[config.mk]
export PLATFORM = sky130hd
export DESIGN_NAME = multi_ch_timing_gen_flat
export DESIGN_NICKNAME = d
export VERILOG_FILES = /design/src/rtl/multi_ch_timing_gen_if.sv /design/src/rtl/multi_ch_timing_gen.sv /design/src/flat_wrapper.sv
export SDC_FILE = /design/constraint.sdc
export NUM_CORES = 2
export LEC_CHECK = 0
export BUFFER_PORTS_ARGS = -buffer_cell sky130_fd_sc_hd__buf_2
export CAP_MARGIN = 20
export CORE_AREA = 2 2 429 346
export CTS_CLUSTER_DIAMETER = 120
export DETAILED_ROUTE_END_ITERATION = 16
export DIE_AREA = 0 0 431 348
export MAX_ROUTING_LAYER = met4
export PLACE_DENSITY = 0.74
export SKIP_LAST_GASP = 1
export SLEW_MARGIN = 0
export SYNTH_ARGS = -nofsm -noshare
export SYNTH_HDL_FRONTEND = slang
export SYNTH_SLANG_ARGS = --single-unit
[constraint.sdc]
create_clock -name REF_CLK -period 5.7 [get_ports REF_CLK]
set_input_delay 0.855 -clock REF_CLK [delete_from_list [all_inputs] [get_ports REF_CLK]]
set_output_delay 0.855 -clock REF_CLK [all_outputs]
set_load 0.01 [all_outputs]
[src/rtl/multi_ch_timing_gen_if.sv]
`default_nettype none
// ============================================================================
// Module   : multi_ch_timing_gen_if
// Brief    : Staging/commit bus and level outputs of the multi-channel
//            timing generator.
// Revision : 1.0 - initial release
// ============================================================================
interface multi_ch_timing_gen_if #(
    parameter int NUM_CH = 4,
    parameter int CNT_W  = 32,
    parameter int CH_W   = 2
);
    logic              WR_EN;
    logic [CH_W-1:0]   WR_CH;
    logic [2:0]        WR_ADDR;
    logic [CNT_W-1:0]  WR_DATA;
    logic              COMMIT;
    logic [NUM_CH-1:0] COMMIT_MASK;
    logic              VSYNC;
    logic [NUM_CH-1:0] PENDING;
    logic [NUM_CH-1:0] SETTING_DONE;
    logic [NUM_CH-1:0] LEVEL_SEL;

    modport master (
        output WR_EN, WR_CH, WR_ADDR, WR_DATA, COMMIT, COMMIT_MASK, VSYNC,
        input  PENDING, SETTING_DONE, LEVEL_SEL
    );

    modport slave (
        input  WR_EN, WR_CH, WR_ADDR, WR_DATA, COMMIT, COMMIT_MASK, VSYNC,
        output PENDING, SETTING_DONE, LEVEL_SEL
    );
endinterface
`default_nettype wire

[src/rtl/multi_ch_timing_gen.sv]
`default_nettype none
// ============================================================================
// Module   : multi_ch_timing_gen
// Brief    : NUM_CH level-select timing generators referenced to VSYNC, with
//            staged settings applied atomically at frame start.
// Revision : 1.0 - initial release
// ============================================================================
module multi_ch_timing_gen #(
    parameter int NUM_CH = 4,
    parameter int CNT_W  = 32,
    parameter int CH_W   = 2
) (
    input  wire logic              REF_CLK,
    input  wire logic              nRESET,
    multi_ch_timing_gen_if.slave   bus
);
    localparam int c_F_START  = 0;
    localparam int c_F_DELAY  = 1;
    localparam int c_F_WIDTH  = 2;
    localparam int c_F_PERIOD = 3;
    localparam int c_F_END    = 4;
    localparam int c_F_CTRL   = 5;
    localparam int c_NFIELD   = 5;
    localparam logic [CNT_W-1:0] c_ZERO = '0;
    localparam logic [CNT_W-1:0] c_ONE  = {{(CNT_W-1){1'b0}}, 1'b1};
    localparam logic [CNT_W-1:0] c_MAX  = '1;

    logic [CNT_W-1:0]  r_stg      [NUM_CH][c_NFIELD];
    logic [1:0]        r_stg_ctrl [NUM_CH];
    logic [CNT_W-1:0]  r_act      [NUM_CH][c_NFIELD];
    logic [1:0]        r_act_ctrl [NUM_CH];
    logic [CNT_W-1:0]  r_pcnt     [NUM_CH];
    logic [CNT_W-1:0]  r_fcnt;
    logic [NUM_CH-1:0] r_pend;
    logic [NUM_CH-1:0] r_done;
    logic [NUM_CH-1:0] r_level;
    logic              r_vs_s1;
    logic              r_vs_s2;
    logic              r_vs_s3;

    logic              w_vs_evt;
    logic [NUM_CH-1:0] w_raw;
    logic [CNT_W-1:0]  w_pcnt_nxt [NUM_CH];

    assign w_vs_evt = r_vs_s2 & ~r_vs_s3;

    // Every channel restarts its counters on the same event, so one shared
    // frame counter serves all of them.
    for (genvar g = 0; g < NUM_CH; g++) begin : g_ch
        logic             w_started;
        logic             w_ended;
        logic [CNT_W:0]   w_win_end;
        logic [CNT_W-1:0] w_period;

        assign w_period  = r_act[g][c_F_PERIOD];
        assign w_started = (r_fcnt >= r_act[g][c_F_START]);
        assign w_ended   = (r_act[g][c_F_END] != c_ZERO) && (r_fcnt >= r_act[g][c_F_END]);
        assign w_win_end = {1'b0, r_act[g][c_F_DELAY]} + {1'b0, r_act[g][c_F_WIDTH]};

        assign w_raw[g] = w_started && !w_ended
                       && (r_act[g][c_F_WIDTH] != c_ZERO)
                       && (r_pcnt[g] >= r_act[g][c_F_DELAY])
                       && ({1'b0, r_pcnt[g]} < w_win_end);

        // PERIOD of zero saturates instead of wrapping: one pulse per frame.
        always_comb begin
            w_pcnt_nxt[g] = r_pcnt[g];
            if (w_started) begin
                if (w_period == c_ZERO) begin
                    if (r_pcnt[g] != c_MAX)
                        w_pcnt_nxt[g] = r_pcnt[g] + c_ONE;
                end else if (r_pcnt[g] >= w_period - c_ONE) begin
                    w_pcnt_nxt[g] = c_ZERO;
                end else begin
                    w_pcnt_nxt[g] = r_pcnt[g] + c_ONE;
                end
            end
        end
    end

    always_ff @(posedge REF_CLK or negedge nRESET) begin
        if (!nRESET) begin
            r_vs_s1 <= 1'b0;
            r_vs_s2 <= 1'b0;
            r_vs_s3 <= 1'b0;
            r_fcnt  <= '0;
            r_pend  <= '0;
            r_done  <= '0;
            r_level <= '0;
            for (int c = 0; c < NUM_CH; c++) begin
                r_pcnt[c]     <= '0;
                r_stg_ctrl[c] <= '0;
                r_act_ctrl[c] <= '0;
                for (int f = 0; f < c_NFIELD; f++) begin
                    r_stg[c][f] <= '0;
                    r_act[c][f] <= '0;
                end
            end
        end else begin
            r_vs_s1 <= bus.VSYNC;
            r_vs_s2 <= r_vs_s1;
            r_vs_s3 <= r_vs_s2;

            if (w_vs_evt)
                r_fcnt <= '0;
            else if (r_fcnt != c_MAX)
                r_fcnt <= r_fcnt + c_ONE;

            for (int c = 0; c < NUM_CH; c++) begin
                r_pcnt[c]  <= w_vs_evt ? c_ZERO : w_pcnt_nxt[c];
                r_level[c] <= r_act_ctrl[c][1] ? (w_raw[c] ^ r_act_ctrl[c][0]) : r_act_ctrl[c][0];
                r_done[c]  <= w_vs_evt & r_pend[c];
                // A commit landing on the frame-start cycle survives the clear.
                r_pend[c]  <= (r_pend[c] & ~w_vs_evt) | (bus.COMMIT & bus.COMMIT_MASK[c]);

                if (w_vs_evt && r_pend[c]) begin
                    r_act_ctrl[c] <= r_stg_ctrl[c];
                    for (int f = 0; f < c_NFIELD; f++)
                        r_act[c][f] <= r_stg[c][f];
                end

                if (bus.WR_EN && (int'(bus.WR_CH) == c)) begin
                    for (int f = 0; f < c_NFIELD; f++)
                        if (int'(bus.WR_ADDR) == f)
                            r_stg[c][f] <= bus.WR_DATA;
                    if (int'(bus.WR_ADDR) == c_F_CTRL)
                        r_stg_ctrl[c] <= bus.WR_DATA[1:0];
                end
            end
        end
    end

    assign bus.PENDING      = r_pend;
    assign bus.SETTING_DONE = r_done;
    assign bus.LEVEL_SEL    = r_level;

endmodule
`default_nettype wire
[src/flat_wrapper.sv]
// flat-port wrapper written by rule: the top's interface ports become plain ports
module multi_ch_timing_gen_flat 
#(
    parameter int NUM_CH = 4,
    parameter int CNT_W  = 32,
    parameter int CH_W   = 2
)
  (REF_CLK, nRESET, bus_WR_EN, bus_WR_CH, bus_WR_ADDR, bus_WR_DATA, bus_COMMIT, bus_COMMIT_MASK, bus_VSYNC, bus_PENDING, bus_SETTING_DONE, bus_LEVEL_SEL);
  multi_ch_timing_gen_if #(.NUM_CH(NUM_CH), .CNT_W(CNT_W), .CH_W(CH_W)) bus_i ();
  input  wire logic REF_CLK;
  input  wire logic nRESET;
  input wire logic [$bits(bus_i.WR_EN)-1:0] bus_WR_EN;
  input wire logic [$bits(bus_i.WR_CH)-1:0] bus_WR_CH;
  input wire logic [$bits(bus_i.WR_ADDR)-1:0] bus_WR_ADDR;
  input wire logic [$bits(bus_i.WR_DATA)-1:0] bus_WR_DATA;
  input wire logic [$bits(bus_i.COMMIT)-1:0] bus_COMMIT;
  input wire logic [$bits(bus_i.COMMIT_MASK)-1:0] bus_COMMIT_MASK;
  input wire logic [$bits(bus_i.VSYNC)-1:0] bus_VSYNC;
  output wire logic [$bits(bus_i.PENDING)-1:0] bus_PENDING;
  output wire logic [$bits(bus_i.SETTING_DONE)-1:0] bus_SETTING_DONE;
  output wire logic [$bits(bus_i.LEVEL_SEL)-1:0] bus_LEVEL_SEL;
  assign bus_i.WR_EN = bus_WR_EN;
  assign bus_i.WR_CH = bus_WR_CH;
  assign bus_i.WR_ADDR = bus_WR_ADDR;
  assign bus_i.WR_DATA = bus_WR_DATA;
  assign bus_i.COMMIT = bus_COMMIT;
  assign bus_i.COMMIT_MASK = bus_COMMIT_MASK;
  assign bus_i.VSYNC = bus_VSYNC;
  assign bus_PENDING = bus_i.PENDING;
  assign bus_SETTING_DONE = bus_i.SETTING_DONE;
  assign bus_LEVEL_SEL = bus_i.LEVEL_SEL;
  multi_ch_timing_gen #(.NUM_CH(NUM_CH), .CNT_W(CNT_W), .CH_W(CH_W)) u_core (.REF_CLK(REF_CLK), .nRESET(nRESET), .bus(bus_i));
endmodule
==> reports/summary.json <==
{
  "outcome": {
    "run_status": "finished, violations left",
    "failed_checks": "negative hold slack"
  },
  "floorplanning": {
    "initial_utilization": 0.544,
    "design.portCount": 58,
    "chipHeight_um": 348,
    "die-width_um": 431,
    "rows": 126,
    "core_sq_mm": 0.146,
    "fp.dieArea_sq_mm": 0.150
  },
  "clocking": {
    "post_cts_resized": 0,
    "clock_sinks": 1471,
    "cts_tree": "yes",
    "clock_latency_ns": 0.81,
    "clock_tree.htree_level_count": 4,
    "worst_setup_hold_path_clk_slew_ns": 0.06,
    "cts_root_buf": "clkbuf_16",
    "cts_inserted_buffers": 150,
    "hold_buffers": 0,
    "clock_path_buffers": 3,
    "post_cts.repair.setup_buffers": 0
  },
  "global_route": {
    "via_count_of_the_first_global_routing_pass": 56800,
    "global_route.usage.total": 0.293,
    "first_pass_grt_wire_length_um": 332000,
    "antenna_violations_before_repair": 23,
    "grt_start_max_net_pins": 177,
    "grt.overflow.total": 0
  },
  "layout": {
    "final_cell_mix": "dfrtp_1 (1,471), mux2_2 (916), ha_1 (773), nand2_1 (650), o21ai_0 (608)",
    "post-route-util": 0.597,
    "finalInstanceArea_sq_mm": 0.0873,
    "layout_commonest_cell": "dfrtp_1",
    "layout.area.seq_sq_mm": 0.0368,
    "area.growth.synth_to_final_pct": 9.79,
    "fraction_of_final_layout_cells_with_drive_strength_greater_than_1": 0.180,
    "final_net_count": 8219,
    "num-fill-cells": 11700,
    "multiInputGateArea_sq_mm": 0.0399
  },
  "route": {
    "drt-wirelength-per-cell_um": 22.5,
    "drt_first_iter_violations": 5564,
    "detail_route.wirelength_um": 213000,
    "drc": 0,
    "via_count": 57900,
    "top_signal_layer_used": "met4",
    "post_drt_via_cell_ratio": 6.14,
    "detailroute.wirelength.met3_um": 15900,
    "first_pass_iters": 6,
    "final_antenna_net_count": 0,
    "met2WireLength_um": 95000,
    "wl_met1_um": 95600
  },
  "power_and_ir_drop": {
    "p_per_area_mw_per_mm2": 392,
    "finalPower_mw": 34.2,
    "leakage_power_figure_nw": 42.0,
    "seqPwrFrac": 0.417,
    "internal_power_mw": 23.1,
    "switching_portion_of_total_power": 0.325,
    "power.share.clock": 0.303,
    "power.combinational.fraction": 0.280,
    "worst_ir_drop_vdd_uv": 371,
    "p_switching_mw": 11.1
  },
  "timing": {
    "report.final.slew_viol_count": 0,
    "tightestPinTransition_ns": 1.14,
    "final.hold.worst_slack_ns": -0.0316,
    "finalSetupViolations": 0,
    "worst_clock_skew_ns": 0.0401,
    "period_minus_slack_ns": 5.33,
    "hold_violations": 6,
    "worst_slew_margin_rel": 0.239,
    "finalCritPeriodShare": 0.935,
    "maxClockFrequency_mhz": 188
  },
  "placed_design": {
    "placement.cell_area_sq_mm": 0.0821,
    "total_of_buffers_placed_on_input_and_output_ports": 57,
    "place.gp.congestion": 0.941,
    "hpwlAfterDp_um": 141000
  },
  "hold_path": {
    "min-delay-path-class": "in2async"
  },
  "critical_path": {
    "regToRegStartpoint": "u_core.g_ch[3].w_period[8]",
    "worstSetupStartpointType": "flop",
    "timing.rr.end": "u_core.r_pcnt[5]",
    "critical_path.max_fanout": 56,
    "reg2reg_setup_slack_ns": 0.37,
    "critPathCaptureType": "flop",
    "timing.setup.critical_path_class": "reg2reg",
    "startpoint": "u_core.g_ch[3].w_period[8]",
    "worst-endpoint-required_ns": 6.43,
    "r2r_cells": 18,
    "crit_path_end": "u_core.r_pcnt[5]",
    "worst-endpoint-arrival_ns": 6.06
  },
  "synth": {
    "synth.ff_latch_count": 1471,
    "synthFlopType": "dfrtp_1",
    "yosys-mux-area-fraction": 0.132,
    "synth_top_family_by_area": "multiplexers",
    "netlist_instances": 7375,
    "synthAdderAreaFrac": 0.123,
    "synth-async-reset-ratio": 1.00,
    "yosysWarningCount": 0,
    "synthesis.area_sq_mm": 0.0795,
    "synth_xor_area_frac": 0.0310,
    "basic_gate_share_of_the_synthesized_area_counting_and_or_nand_and_nor_cells": 0.104,
    "synth_edf_count": 0,
    "synth_nets": 8198,
    "synth_compound_area_frac": 0.112,
    "synth.avg_cell_area_sq_um": 10.8,
    "synth.lib_cells_used.distinct": 81,
    "yosysSeqAreaShare": 0.463
  },
  "flow_run": {
    "drv.max_cap_violation_count": 0
  }
}
[cells by family after synthesis]
logic type,Yosys count
XOR/XNOR,281
multiplexers,935
flip-flops,1471
AO/OA/AOI/OAI,1473
adder cells (fa/ha/maj),777
AND/OR/NAND/NOR,1693
buffers and inverters,745
[state kept, by name, summed over array words and instances, names as in the netlist]
signal                   cells
u_core.r_act_ctrl            8
u_core.r_vs_s3               1
u_core.r_vs_s2               1
u_core.bus.PENDING           4
u_core.r_stg_ctrl            8
u_core.r_stg               640
u_core.bus.LEVEL_SEL         4
u_core.r_pcnt              128
u_core.r_act               512
u_core.r_fcnt               32
u_core.g_ch.w_period       128
u_core.r_vs_s1               1
u_core.bus.SETTING_DONE      4
[worst max-delay path, stage by stage (launching register included)]
cell	delay (ns)
dfrtp_1	0.43
or4_1	0.58
or3_1	0.39
or4_1	0.52
or3_1	0.44
nor2_1	0.14
nand2_1	0.09
or2_2	0.33
nor3_1	0.23
xnor2_1	0.15
ha_1	0.27
a21o_1	0.18
a21o_1	0.17
a211o_1	0.29
o22ai_2	0.16
nor3b_2	0.28
buf_12	0.27
nand4_1	0.14
mux2i_1	0.16
[power by group through the flow]
stage | combinational (mW) | clock, mW | sequential, mW
2_1_floorplan | 7.09 | 0 | 13.9
3_3_place_gp | 9.01 | 0 | 14.3
3_5_place_dp | 9.41 | 0 | 14.4
4_1_cts | 9.52 | 10.5 | 14.2
5_1_grt | 10.8 | 10.9 | 14.5
6_report | 9.59 | 10.4 | 14.3
[metrics by stage]
stage / TNS (ns) / setup WS (ns) / std cells
2_1_floorplan: 0 / 0.639 / 7375
3_3_place_gp: 0 / 0.467 / 9162
3_5_place_dp: 0 / 0.316 / 9162
4_1_cts: 0 / 0.279 / 9431
5_1_grt: -0.0231 / -0.0231 / 9435
6_report: 0 / 0.371 / 9441
[cell usage after synthesis, types with 11 or more instances]
cell	count	area, sq um
mux2_2	916	10300
buf_1	76	285
a22o_1	11	96.3
nor2_1	249	935
o21a_1	24	180
o2111ai_1	15	131
or3_1	41	257
xnor2_1	156	1370
a2111oi_0	25	219
nor2b_1	51	319
clkbuf_1	200	751
ha_1	773	9670
nor3_1	94	470
o211ai_1	22	165
and3_1	55	344
dfrtp_1	1471	36800
and2_1	18	113
nand2_1	650	2440
or4_1	19	143
a211oi_1	31	233
nand3_1	128	641
nor4_1	114	713
a221oi_1	11	96.3
nor3b_1	14	105
nand2b_1	63	394
a31oi_1	46	288
o21bai_1	25	188
a211o_1	11	96.3
nand4_1	139	870
a21o_1	225	1690
o31ai_1	18	135
o21ai_0	609	3050
mux2i_1	19	190
xor2_1	125	1090
a21oi_1	318	1590
inv_1	458	1720
and4_1	19	166
[layer usage]
| layer | GRT usage | vias up |
|---|---|---|
| met4 | 0.0938 | 0 |
| li1 | - | 26400 |
| met1 | 0.410 | 29200 |
| met5 | - | - |
| met2 | 0.435 | 1938 |
| met3 | 0.0491 | 392 |
[worst min path at each step]
stage,end,start,cells past startpoint
2_1_floorplan,u_core.r_vs_s2,u_core.r_vs_s1,0
3_3_place_gp,u_core.r_vs_s2,u_core.r_vs_s1,0
3_5_place_dp,u_core.r_vs_s2,u_core.r_vs_s1,0
4_1_cts,u_core.r_pcnt[122],nRESET,1
5_1_grt,u_core.r_pcnt[122],nRESET,1
6_report,u_core.r_pcnt[122],nRESET,1
[cell type report]
| cell class | count | share of cell area |
|---|---|---|
| repair buffers | 155 | 0.0141 |
| clock buffers | 214 | 0.0503 |
| multi-input cells | 5159 | 0.457 |
| diodes | 8 | 0.000229 |
| flip-flops and latches | 1471 | 0.422 |
| inverters | 459 | 0.0199 |
| well taps | 1920 | 0.0275 |
| clock inverters | 55 | 0.00883 |
(Power assumes the default switching activity.)
